[src/rtl/traffic_timer.sv]
// traffic_timer: programmable seconds countdown (base / ext / yellow) that emits a one-cycle expired pulse.
// Optional build macro TIMER_FAST_SIM_EN removes the prescaler so that one clock counts as one second.
module traffic_timer #(
    parameter int unsigned TICKS_PER_SEC = 4,
    parameter int unsigned T_BASE_DEF    = 6,
    parameter int unsigned T_EXT_DEF     = 3,
    parameter int unsigned T_YEL_DEF     = 2
) (
    input  logic       clk,
    input  logic       reset,
    input  logic       start_timer,
    input  logic [1:0] interval_sel,
    input  logic       reprogram,
    input  logic [1:0] time_param_selector,
    input  logic [3:0] time_value,
    output logic       expired,
    output logic       busy,
    output logic [3:0] remaining
);

    typedef enum logic {
        IDLE = 1'b0,
        RUN  = 1'b1
    } state_t;

    state_t     state;
    logic [3:0] t_base;
    logic [3:0] t_ext;
    logic [3:0] t_yel;
    logic [3:0] load_val;
    logic       sec_tick;

    // Interval parameter registers; a zero-length interval is never accepted.
    always_ff @(posedge clk or negedge reset) begin
        if (!reset) begin
            t_base <= 4'(T_BASE_DEF);
            t_ext  <= 4'(T_EXT_DEF);
            t_yel  <= 4'(T_YEL_DEF);
        end else if (reprogram && (time_value != 4'd0)) begin
            case (time_param_selector)
                2'b00:   t_base <= time_value;
                2'b01:   t_ext  <= time_value;
                2'b10:   t_yel  <= time_value;
                default: ;
            endcase
        end
    end

    // Reads the pre-edge register values, so a same-edge reprogram only affects later starts.
    always_comb begin
        load_val = 4'd1;
        case (interval_sel)
            2'b00:   load_val = t_base;
            2'b01:   load_val = t_ext;
            2'b10:   load_val = t_yel;
            default: load_val = 4'd1;
        endcase
    end

`ifdef TIMER_FAST_SIM_EN
    assign sec_tick = 1'b1;
`else
    localparam int unsigned PW = (TICKS_PER_SEC > 1) ? $clog2(TICKS_PER_SEC) : 1;
    localparam logic [PW-1:0] PS_RELOAD = PW'(TICKS_PER_SEC - 1);

    logic [PW-1:0] prescaler;

    always_ff @(posedge clk or negedge reset) begin
        if (!reset) begin
            prescaler <= '0;
        end else if (start_timer || ((state == RUN) && (prescaler == '0))) begin
            prescaler <= PS_RELOAD;
        end else if (state == RUN) begin
            prescaler <= prescaler - 1'b1;
        end
    end

    assign sec_tick = (prescaler == '0);
`endif

    // A start in any state wins over a coinciding expiry and restarts from a fresh load.
    always_ff @(posedge clk or negedge reset) begin
        if (!reset) begin
            state     <= IDLE;
            remaining <= 4'd0;
            busy      <= 1'b0;
            expired   <= 1'b0;
        end else begin
            expired <= 1'b0;
            if (start_timer) begin
                state     <= RUN;
                remaining <= load_val;
                busy      <= 1'b1;
            end else if ((state == RUN) && sec_tick) begin
                if (remaining == 4'd1) begin
                    state     <= IDLE;
                    remaining <= 4'd0;
                    busy      <= 1'b0;
                    expired   <= 1'b1;
                end else begin
                    remaining <= remaining - 4'd1;
                end
            end
        end
    end

endmodule

[config.mk]
export PLATFORM = sky130hd
export DESIGN_NAME = traffic_timer
export DESIGN_NICKNAME = d
export VERILOG_FILES = /design/src/rtl/traffic_timer.sv
export SDC_FILE = /design/constraint.sdc
export NUM_CORES = 1
export LEC_CHECK = 0
export CORE_MARGIN = 8
export CORE_UTILIZATION = 51
export CTS_CLUSTER_DIAMETER = 50
export DETAILED_ROUTE_END_ITERATION = 8
export PLACE_DENSITY_LB_ADDON = 0.1
export SYNTH_ARGS = -nofsm -noshare
export SYNTH_HDL_FRONTEND = slang
export SYNTH_SLANG_ARGS = --single-unit
[constraint.sdc]
create_clock -name clk -period 1.66 [get_ports clk]
set_input_delay 0.498 -clock clk [delete_from_list [all_inputs] [get_ports clk]]
set_output_delay 0.498 -clock clk [all_outputs]
set_load 0.01 [all_outputs]
==> flow_summary.yaml <==
clock_network:
  cts.sinks: 20
  cts.htree.levels: 1
  clockBufferDepth: 2
  cts_tree: "built"
  clkSlewWorstSetupHoldPaths_ns: 0.12
  clkLatencyLatePin_ns: 0.31
  numCtsBuffers: 3
  root_buffer: "clkbuf_4"
placement:
  dp_hpwl_mm: 1.705
  dp_cells: 134
  place.gp.congestion: 0.7288
  dpl_worst_slack_ns: -0.6686
  postPlaceCellArea_um2: 1282
  io_buffers: 17
grt:
  antenna_found_initial: 0
  grt_pass1_vias: 904
  grt_max_degree: 21
  track_usage_pct: 13.76
  grt_pass1_wl_mm: 3.774
  grt-ovfl-total: 0
logic_synthesis:
  synth_edf_count: 0
  ys_seq_area_share_pct: 49.57
  synthDistinctLibCells: 33
  syn-num-nets: 99
  syn_area_per_cell_um2: 12.17
  synthesis.instances: 84
  ys_warn_count: 0
  synth-seq-cells: 20
  synth_area_um2: 1022
  yosys_most_used_dff: "dfrtp_1"
  synth-async-reset-ratio_pct: 100.0
worst_setup_path:
  cp-start-kind: "primary input"
  r2r_start: "remaining[1]$_DFFE_PN0P_"
  arrival_ns: 1.78
  crit_buf_inv: 1
  worstPathMaxFanout: 4
  path_cells: "dlygate4sd2_1, o41ai_4, or3_4, mux2_2"
  endpoint_kind: "flop"
  critPathKind: "primary input to flop"
  critPathTopFamily: "compound AO/OA/AOI/OAI gates"
  cp.required_ns: 1.86
  slowest_stage: "o41ai_4"
  cpPeakStageDelay_ns: 0.44
  startpoint: "time_value[2]"
floorplanning:
  rows: 16
  die_w_um: 60.77
  io_pins: 18
  initial_core_util_pct: 53.19
  die_h_um: 60.77
  dieArea_um2: 3693
  coreArea_um2: 1922
cells_and_area:
  fill_cells: 156
  post-route-util_pct: 71.81
  instances_no_fill: 142
  antennaDiodeCount: 0
  drive_gt1_share_pct: 37.39
  nets: 131
  areaGrowthSynthToFinish_pct: 35.01
  register_area_um2: 508.0
  design_area_um2: 1380
  multiInputGateArea_um2: 525.5
power_and_ir_drop:
  clkPwrFrac_pct: 23.0
  p_leak_nw: 0.6165
  swShare_pct: 27.62
  p_int_mw: 0.9159
  p_sw_mw: 0.3495
  combPwrFrac_pct: 27.3
  p_seq_share_pct: 49.7
  ir_worst_vdd_mv: 0.7461
  power.total_mw: 1.265
  p_per_area_nw_per_um2: 917.0
route:
  wl_per_cell_um: 15.85
  routed_wl_mm: 2.250
  ant_nets: 0
  drtPass1Iterations: 3
  vias: 785
  viasPerCell: 5.528
  drt_iter0_markers: 7
  post-route-drc-count: 0
timing:
  post-route-min-period_ns: 1.573
  fin_skew_ns: 0.004597
  rsz0062_at_grt: "false"
  hold_slack_ns: 0.5177
  max_slew_margin_pct: 72.68
  hold_violations: 0
  fmax_mhz: 635.7
  finalSetupTns_ns: 0
  maxSlewViolCount: 0
  finalCritPeriodShare_pct: 94.76
  worst_pin_slew_ns: 0.4080
  fin_ws_ns: 0.08702
  finalSetupViolations: 0
hold_path:
  hp-class: "primary input to asynchronous set/reset pin"
job:
  cap_violations: 0
run_status:
  status: "complete, no violations"
[what timing repair did]
action                                  CTS  global route
gates resized for setup                  18             3
gates cloned                              0             0
endpoints found under the setup margin   18             1
hold endpoints to repair                  0             0
pin swaps                                 3             0
setup buffers                             4             0
hold buffers                              0             0
[layout make-up]
| cell class | count | share of cell area, % |
|---|---|---|
| clock buffer | 4 | 2.629 |
| sequential | 20 | 36.81 |
| timing repair buffer | 30 | 18.40 |
| inverter | 6 | 1.632 |
| multi-input combinational | 55 | 38.08 |
| tap | 27 | 2.448 |
[power by group through the flow]
stage / Clock [mW] / Sequential, mW / Combinational [mW]
after global placement: 0 / 0.651 / 0.287
after floorplan: 0 / 0.644 / 0.170
after global routing: 0.320 / 0.642 / 0.375
final: 0.291 / 0.629 / 0.346
after detailed placement: 0 / 0.654 / 0.303
after CTS: 0.297 / 0.629 / 0.344
[Yosys cell counts, types with 2 or more instances]
cell       number  share of area (%)
a21oi_1         3                1.5
a2bb2oi_1       2                1.7
and3b_1         2                1.7
clkbuf_1        3                1.1
dfrtp_1        15                 37
dfstp_2         5                 13
ha_1            3                3.7
inv_1           6                2.2
mux2_2         13                 14
mux2i_1         3                2.9
nand2b_1        3                1.8
nor2b_1         2                1.2
nor3_1          2               0.98
o21ai_0         2               0.98
o221ai_1        2                1.7
[worst paths after layout]
kind | slack [ns] | end | cells past startpoint
max | 0.09 | t_base[3]$_DFFE_PN0P_ | 4
min | 0.52 | prescaler[0]$_DFFE_PN0P_ | 2
max reg2reg | 0.18 | remaining[0]$_DFFE_PN0P_ | 6
min reg2reg | 0.52 | prescaler[1]$_DFFE_PN0P_ | 2
max in group asynchronous | 0.87 | t_ext[1]$_DFFE_PN1P_ | 2
min in group clk | 0.52 | prescaler[1]$_DFFE_PN0P_ | 2
[state kept, by name, summed over array words and instances (netlist names)]
name       flops
t_yel          4
busy           1
t_base         4
remaining      4
t_ext          4
expired        1
prescaler      2
[cell usage in the layout (no fill, tap or decap), drive strengths merged, types with 2 or more instances in the layout]
cell type and instances:
nor2b 2, o41ai 2, dlygate4sd2 11, mux2i 3, a21oi 3, buf 13, nor3 2, and3b 2
mux2 13, nand2b 3, ha 3, clkdlybuf4s50 6, inv 6, o21ai 2, a2bb2oi 2, o221ai 2
nor3b 2, clkbuf 4, dfstp 5, dfrtp 15
[layer usage]
layer / GRT usage (%) / vias up / wire, um
li1: - / 374 / -
met5: 0 / - / 0
met1: 13.20 / 391 / 908
met2: 26.40 / 17 / 1219
met4: 6.645 / 0 / 29
met3: 3.390 / 3 / 94
[cells by family (layout without fill, tap and decap cells)]
kind of cell | count (synthesis) | count (layout) | synth area share [%]
mux | 16 | 16 | 17.26
simple gates | 18 | 18 | 12.61
flops | 20 | 20 | 49.57
buf+inv | 9 | 40 | 3.305
fa+ha+maj | 3 | 3 | 3.672
xor+xnor | 1 | 1 | 0.8569
compound gates | 17 | 17 | 12.73
(Power assumes the default switching activity.)
